## src/rtl/pb_gesture_pkg.sv

```systemverilog
// Shared definitions for the push-button gesture decoder.
// Contents: FSM state encoding, default tick constants and a helper that
// sizes the interval counter from the tick values.
package pb_gesture_pkg;

  typedef enum logic [2:0] {
    IDLE   = 3'd0,
    PRESS1 = 3'd1,
    WAIT2  = 3'd2,
    PRESS2 = 3'd3,
    HOLD   = 3'd4
  } state_e;

  localparam int unsigned DEF_LONG_TICKS   = 12_000_000;
  localparam int unsigned DEF_DBL_TICKS    = 6_000_000;
  localparam int unsigned DEF_REPEAT_TICKS = 3_000_000;

  // Bits needed to hold the largest of the three intervals.
  function automatic int unsigned cnt_width(input int unsigned long_t,
                                            input int unsigned dbl_t,
                                            input int unsigned rep_t);
    int unsigned m;
    m = long_t;
    if (dbl_t > m) m = dbl_t;
    if (rep_t > m) m = rep_t;
    return $clog2(m + 1);
  endfunction

endpackage

```

## src/rtl/pb_gesture_decoder.sv

```systemverilog
// Push-button gesture decoder: classifies debounced press/release events
// into short click, double click, long press and auto-repeat pulses.
// Ports:
//   clk, reset      - clock, synchronous active-high reset
//   PB_state        - debounced level, 1 while pressed
//   PB_down, PB_up  - one-cycle press / release events
//   click_short     - one-cycle pulse, single short click
//   click_double    - one-cycle pulse, double click
//   press_long      - one-cycle pulse, long-press threshold reached
//   press_repeat    - one-cycle pulse every REPEAT_TICKS while held long
//   busy            - 1 whenever a gesture is in progress
module pb_gesture_decoder
  import pb_gesture_pkg::*;
#(
  parameter int unsigned LONG_TICKS   = DEF_LONG_TICKS,
  parameter int unsigned DBL_TICKS    = DEF_DBL_TICKS,
  parameter int unsigned REPEAT_TICKS = DEF_REPEAT_TICKS,
  parameter int unsigned CNT_W        = cnt_width(LONG_TICKS, DBL_TICKS, REPEAT_TICKS)
) (
  input  logic clk,
  input  logic reset,
  input  logic PB_state,
  input  logic PB_down,
  input  logic PB_up,
  output logic click_short,
  output logic click_double,
  output logic press_long,
  output logic press_repeat,
  output logic busy
);

  localparam logic [CNT_W-1:0] LONG_LAST = CNT_W'(LONG_TICKS - 1);
  localparam logic [CNT_W-1:0] DBL_LAST  = CNT_W'(DBL_TICKS - 1);
  localparam logic [CNT_W-1:0] REP_LAST  = CNT_W'(REPEAT_TICKS - 1);

  state_e           state_q, state_d;
  logic [CNT_W-1:0] cnt_q, cnt_d, cnt_inc;
  logic short_q, short_d, double_q, double_d;
  logic long_q, long_d, repeat_q, repeat_d, busy_q, busy_d;
  logic both_ev, dn_ev, rel_ev;

  // Simultaneous press and release is illegal upstream: drop the whole cycle.
  // A low level without a release event is treated as a missed release.
  assign both_ev = PB_down & PB_up;
  assign dn_ev   = PB_down & ~both_ev;
  assign rel_ev  = ~both_ev & (PB_up | ~PB_state);

  // Saturating increment, never wraps.
  assign cnt_inc = (cnt_q == '1) ? cnt_q : cnt_q + CNT_W'(1);

  // Next-state, counter and pulse decode.
  always_comb begin
    state_d  = state_q;
    cnt_d    = cnt_q;
    short_d  = 1'b0;
    double_d = 1'b0;
    long_d   = 1'b0;
    repeat_d = 1'b0;
    case (state_q)
      IDLE: begin
        if (dn_ev) state_d = PRESS1;
      end
      PRESS1: begin
        cnt_d = cnt_inc;
        if (rel_ev) begin
          state_d = WAIT2;
        end else if (cnt_q == LONG_LAST) begin
          long_d  = 1'b1;
          state_d = HOLD;
        end
      end
      WAIT2: begin
        cnt_d = cnt_inc;
        if (dn_ev) begin
          state_d = PRESS2;
        end else if (cnt_q == DBL_LAST) begin
          short_d = 1'b1;
          state_d = IDLE;
        end
      end
      PRESS2: begin
        if (rel_ev) begin
          double_d = 1'b1;
          state_d  = IDLE;
        end
      end
      HOLD: begin
        cnt_d = cnt_inc;
        if (rel_ev) begin
          state_d = IDLE;
        end else if (cnt_q == REP_LAST) begin
          repeat_d = 1'b1;
          cnt_d    = '0;
        end
      end
      default: state_d = IDLE;
    endcase
    // Every state entry starts a fresh interval.
    if (state_d != state_q) cnt_d = '0;
    busy_d = (state_d != IDLE);
  end

  // State, counter and output registers.
  always_ff @(posedge clk) begin
    if (reset) begin
      state_q  <= IDLE;
      cnt_q    <= '0;
      short_q  <= 1'b0;
      double_q <= 1'b0;
      long_q   <= 1'b0;
      repeat_q <= 1'b0;
      busy_q   <= 1'b0;
    end else begin
      state_q  <= state_d;
      cnt_q    <= cnt_d;
      short_q  <= short_d;
      double_q <= double_d;
      long_q   <= long_d;
      repeat_q <= repeat_d;
      busy_q   <= busy_d;
    end
  end

  assign click_short  = short_q;
  assign click_double = double_q;
  assign press_long   = long_q;
  assign press_repeat = repeat_q;
  assign busy         = busy_q;

endmodule

```

## config.mk

```make
export PLATFORM = sky130hd
export DESIGN_NAME = pb_gesture_decoder
export DESIGN_NICKNAME = d
export VERILOG_FILES = /design/src/rtl/pb_gesture_pkg.sv /design/src/rtl/pb_gesture_decoder.sv
export SDC_FILE = /design/constraint.sdc
export NUM_CORES = 1
export LEC_CHECK = 0
export BUFFER_PORTS_ARGS = -buffer_cell sky130_fd_sc_hd__buf_2
export CAP_MARGIN = 25
export CORE_ASPECT_RATIO = 1.4
export CORE_UTILIZATION = 60
export DETAILED_ROUTE_END_ITERATION = 16
export GPL_TIMING_DRIVEN = 0
export PLACE_DENSITY_LB_ADDON = 0.1
export SYNTH_ARGS = -nofsm -noshare
export SYNTH_HDL_FRONTEND = slang
export SYNTH_SLANG_ARGS = --single-unit
```

## constraint.sdc

```tcl
create_clock -name clk -period 2.6 [get_ports clk]
set_input_delay 0.26 -clock clk [delete_from_list [all_inputs] [get_ports clk]]
set_output_delay 0.26 -clock clk [all_outputs]
set_load 0.02 [all_outputs]
```

# [Word-level counts from Yosys, hierarchy flattened]
# Index checks and enable logic that the tools add are counted.
[word_totals] output_inout_bits=5 in_bits=5 register_bits=32
[op_classes] n_eq_ne=9 n_reduce_logical=10 muxes=15 n_addsub=1 bitwise_logic=10
[op_table] operator="$mux W24" count=3
[op_table] operator="$eq A24 B24 Y1 const B" count=2
[op_table] operator="$pmux W24 S2" count=1
[op_table] operator="$add A24 B1 Y24 const B" count=1
[op_table] operator="$eq A24 B22 Y1 const B" count=1
[op_table] operator="$eq A24 B23 Y1 const B" count=1
[op_table] operator="$mux W3" count=6
[op_table] operator="$pmux W3 S4" count=1
[op_table] operator="$reduce_or A3 Y1" count=3
[op_table] operator="$reduce_or A2 Y1" count=4
[op_table] operator="$eq A3 B2 Y1 const B" count=2
[op_table] operator="$not A1 Y1" count=6
[op_table] operator="$mux W1" count=4
[op_table] operator="$and A1 B1 Y1" count=3
[op_table] operator="$eq A3 B1 Y1 const B" count=1
[op_table] operator="$eq A3 B3 Y1 const B" count=1
[op_table] operator="$logic_not A3 Y1" count=1
[op_table] operator="$ne A3 B3 Y1" count=1
[op_table] operator="$reduce_bool A3 Y1" count=1
[op_table] operator="$reduce_bool A2 Y1" count=1
[op_table] operator="$or A1 B1 Y1" count=1

# [Logic depth before layout (Yosys ltp)]
[depth] word_depth=7 mapped_depth=8 mapped_depth_nobuf=6

# [Least setup slack after synthesis]
# No wires, ideal clock.
[synth_path] path_type="reg-to-reg" from="register cnt_q[0]" to="register cnt_q[1]" n_path_buf=2 t_arrival_ns=1.952 path_slack_ns=0.527 synth_period_minus_slack_ns=2.073 stages_incl_launch_ff=9 setup_ns=0.121 path_cell_list="dfxtp_1 -> ha_1 -> nand3_2 -> or4_1 -> buf_2 -> o21ai_4 -> buf_6 -> mux2i_1 -> nor3_1"
[synth_via] elab_chain_len=6
[synth_rtl] element="start: declaration" line_no="pb_gesture_decoder.sv:37" source="logic [CNT_W-1:0] cnt_q, cnt_d, cnt_inc;"
[synth_rtl] element="start signal: assignment" line_no="pb_gesture_decoder.sv:115" source="cnt_q <= cnt_d;"
[synth_rtl] element="parallel branches: the longest is 6 deep, another holds $add A24 B1 Y24"
# Several ways; the timed one is not identified.
# A chain may end at the register's enable or synchronous reset.

# [Final worst setup path]
[layout_path] from="register cnt_q[0]" to="register cnt_q[21]"
# Same word-level chain as after synthesis.

==> insert_results.sql <==
INSERT INTO impl_metrics (metric_group, metric, value, unit) VALUES
('route', 'drt_wl_total', '5.03', 'mm'),
('floorplanning', 'num_rows', '24', ''),
('yosys', 'synth_cell_types', '55', ''),
('yosys', 'synth_enable_flop_cells', '0', ''),
('sta', 'fmax', '403', 'MHz'),
('sta', 'grt_setup_unrepaired', 'no', ''),
('setup_path', 'reg2reg_from', 'cnt_q[0]', ''),
('route', 'routed-wl-met2', '2.51', 'mm'),
('clock_network', 'ctsLongestPathBuffers', '2', ''),
('yosys', 'synthesis.nets', '230', ''),
('placement', 'port_buffers', '9', ''),
('clock_network', 'cts.reportedPaths.clkPinSlew', '60', 'ps'),
('min_path', 'hold_start', 'reset', ''),
('pwr', 'fin_total_pwr', '0.00101', 'W'),
('sta', 'period_minus_slack', '2480', 'ps'),
('route', 'routed_wl_met3', '311', 'um'),
('floorplanning', 'io_pins', '10', ''),
('pwr', 'p_per_area', '471', 'nW/um^2'),
('floorplanning', 'start_util', '62.4', '%'),
('route', 'wire_per_inst', '18.0', 'um'),
('grt', 'pin_count_of_the_biggest_net_entering_global_routing', '11', ''),
('route', 'drt.antenna.violating_nets', '0', ''),
('pwr', 'worst_vdd_drop', '0.447', 'mV'),
('yosys', 'synth_top_area_cell', 'sky130_fd_sc_hd__dfxtp_1', ''),
('yosys', 'synth.ff_latch_count', '32', ''),
('floorplanning', 'floorplan.core_area', '3090', 'um^2'),
('sta', 'finalHoldViolCount', '0', ''),
('floorplanning', 'floorplan.die.height', '69.1', 'um'),
('run', 'drv_cap', '0', ''),
('setup_path', 'critical_path.max_fanout', '10', ''),
('sta', 'max_slew.worst_pin.slew', '603', 'ps'),
('clock_network', 'clock_insertion_delay_worst_skew', '280', 'ps'),
('yosys', 'ys.flop_type', 'sky130_fd_sc_hd__dfxtp_1', ''),
('floorplanning', 'die_width', '49.9', 'um'),
('grt', 'grt_pass1_vias', '1747', ''),
('finish', 'n_fill_cell', '251', ''),
('finish', 'diodes_inserted', '0', ''),
('placement', 'dp_hpwl', '3.63', 'mm'),
('grt', 'grt_first_pass_wirelength', '8.23', 'mm'),
('yosys', 'synth.yosys.warnings', '0', ''),
('clock_network', 'cts_tree', 'yes', ''),
('setup_path', 'timing.rr.end', 'cnt_q[21]', ''),
('yosys', 'ys_seq_area_share', '33.2', '%'),
('min_path', 'hold-path-endpoint', 'click_double', ''),
('setup_path', 'worstPathArrival', '2680', 'ps'),
('grt', 'global_route.usage.total', '31.1', '%'),
('route', 'routed.top_layer', 'met4', ''),
('pwr', 'static-leakage-power', '0.626', 'nW'),
('yosys', 'yosys.cell_count.top_type', 'sky130_fd_sc_hd__dfxtp_1', ''),
('floorplanning', 'dieArea', '3450', 'um^2'),
('clock_network', 'root_driver', 'sky130_fd_sc_hd__clkbuf_8', ''),
('clock_network', 'num_clock_sinks', '32', ''),
('sta', 'period_share', '95.5', '%'),
('setup_path', 'critPathRequiredTime', '2800', 'ps'),
('clock_network', 'htree_levels', '2', ''),
('grt', 'grt_antenna_before_repair', '0', ''),
('finish', 'finalInstanceArea', '2140', 'um^2'),
('yosys', 'postSynthCellCount', '224', ''),
('finish', 'synthToLayoutAreaGrowth', '10.7', '%'),
('setup_path', 'rr_worst_depth', '8', ''),
('setup_path', 'critPathKind', 'reg2reg', ''),
('placement', 'gp_congestion', '0.906', ''),
('route', 'num_vias', '1948', ''),
('min_path', 'worst_hold_stages', '2', ''),
('yosys', 'synth_top_area_share', '33.2', '%'),
('finish', 'final_layout_size_suffix_gt1_share', '16.7', '%'),
('sta', 'final_max_slew_viol_count', '0', ''),
('route', 'remaining_drc_errors', '0', ''),
('sta', 'number_of_setup_violations_in_the_final_report', '0', ''),
('clock_network', 'cts_buffers', '5', ''),
('run_status', 'run_status', 'finished, final reports clean', '');
## cell type report
| cell class | instances | area [um^2] | area share, % |
|---|---|---|---|
| sequential | 32 | 641 | 30.0 |
| buffer | 14 | 77.6 | 3.63 |
| clock buffer | 7 | 96.3 | 4.51 |
| tap | 39 | 48.8 | 2.28 |
| inverter | 6 | 22.5 | 1.05 |
| multi-input combinational | 172 | 1210 | 56.4 |
| timing repair buffer | 9 | 45.0 | 2.11 |
## worst max-delay path, stage by stage, from the launching register on
cell and delay (ps):
sky130_fd_sc_hd__dfxtp_1 410, sky130_fd_sc_hd__ha_1 250, sky130_fd_sc_hd__nand3_2 210, sky130_fd_sc_hd__or4_1 560, sky130_fd_sc_hd__buf_2 190, sky130_fd_sc_hd__o21ai_4 270
sky130_fd_sc_hd__buf_6 200, sky130_fd_sc_hd__o41ai_1 100, sky130_fd_sc_hd__a211oi_1 210
## power by group
part	total [W]	leakage, nW	internal, W	switching, W
clock	0.000409	0.0503	0.000235	0.000173
combinational	0.000101	0.318	0.0000336	0.0000670
sequential	0.000498	0.258	0.000495	0.00000308
total	0.00101	0.626	0.000764	0.000243
## flip-flops by register name, indices dropped and copies added, names as in the netlist
register,cells
busy,1
click_short,1
click_double,1
press_repeat,1
state_q,3
press_long,1
cnt_q,24
## per-layer routing
metal / global-route usage, % / vias to the layer above
li1: - / 901
met1: 36.6 / 926
met3: 5.96 / 29
met2: 51.8 / 92
met4: 16.8 / 0
met5: 0 / -
## metrics by stage
step / std cells / hold WS, ps / worst slack, ps
after floorplan: 224 / 332 / 527
after global routing: 279 / 250 / 29.2
final: 279 / 252 / 118
after global placement: 272 / 501 / 181
after detailed placement: 272 / 508 / 154
after CTS: 279 / 245 / 129
## worst max path at each step
stage	start	endpoint	slack [ps]	depth (start not counted)
after CTS	cnt_q[0]	cnt_q[21]	130	8
after global placement	cnt_q[7]	cnt_q[16]	180	6
final	cnt_q[0]	cnt_q[21]	120	8
after global routing	cnt_q[0]	cnt_q[4]	30	8
after detailed placement	cnt_q[10]	cnt_q[9]	150	6
after floorplan	cnt_q[0]	cnt_q[1]	530	8
## placed cells by master (no fill, tap or decap), types with 3 or more instances in the layout
master,instances
sky130_fd_sc_hd__dfxtp_1,32
sky130_fd_sc_hd__nor3_1,24
sky130_fd_sc_hd__buf_2,17
sky130_fd_sc_hd__nand2_1,12
sky130_fd_sc_hd__nand3_1,10
sky130_fd_sc_hd__nor2_1,10
sky130_fd_sc_hd__a211oi_1,10
sky130_fd_sc_hd__nand4_1,9
sky130_fd_sc_hd__xor2_1,9
sky130_fd_sc_hd__xnor2_1,7
sky130_fd_sc_hd__clkbuf_8,7
sky130_fd_sc_hd__inv_1,6
sky130_fd_sc_hd__or3_1,6
sky130_fd_sc_hd__clkbuf_1,4
sky130_fd_sc_hd__or4_1,4
sky130_fd_sc_hd__o2111ai_1,4
sky130_fd_sc_hd__o21ai_0,3
sky130_fd_sc_hd__nand2b_1,3
sky130_fd_sc_hd__a2111oi_0,3
sky130_fd_sc_hd__nand4bb_1,3
sky130_fd_sc_hd__or4b_2,3
sky130_fd_sc_hd__mux2i_1,3
sky130_fd_sc_hd__o31ai_1,3
sky130_fd_sc_hd__nor4_1,3
sky130_fd_sc_hd__o21ai_1,3
sky130_fd_sc_hd__o211ai_1,3
## cells by family after synthesis
family / count (synthesis) / synth area share (%)
DFF: 32 / 33.2
muxes: 4 / 2.14
adders and majority gates: 1 / 0.648
buffers and inverters: 20 / 5.18
and+or+nand+nor: 105 / 32.5
AOI/OAI and AO/OA: 46 / 19.1
xor gates and xnor gates: 16 / 7.26
## what timing repair did
action,4_1_cts,5_1_grt
hold buffers,0,0
setup endpoints to repair,0,20
resized for setup,0,2
No activity file was read; power rests on OpenSTA's default activity.
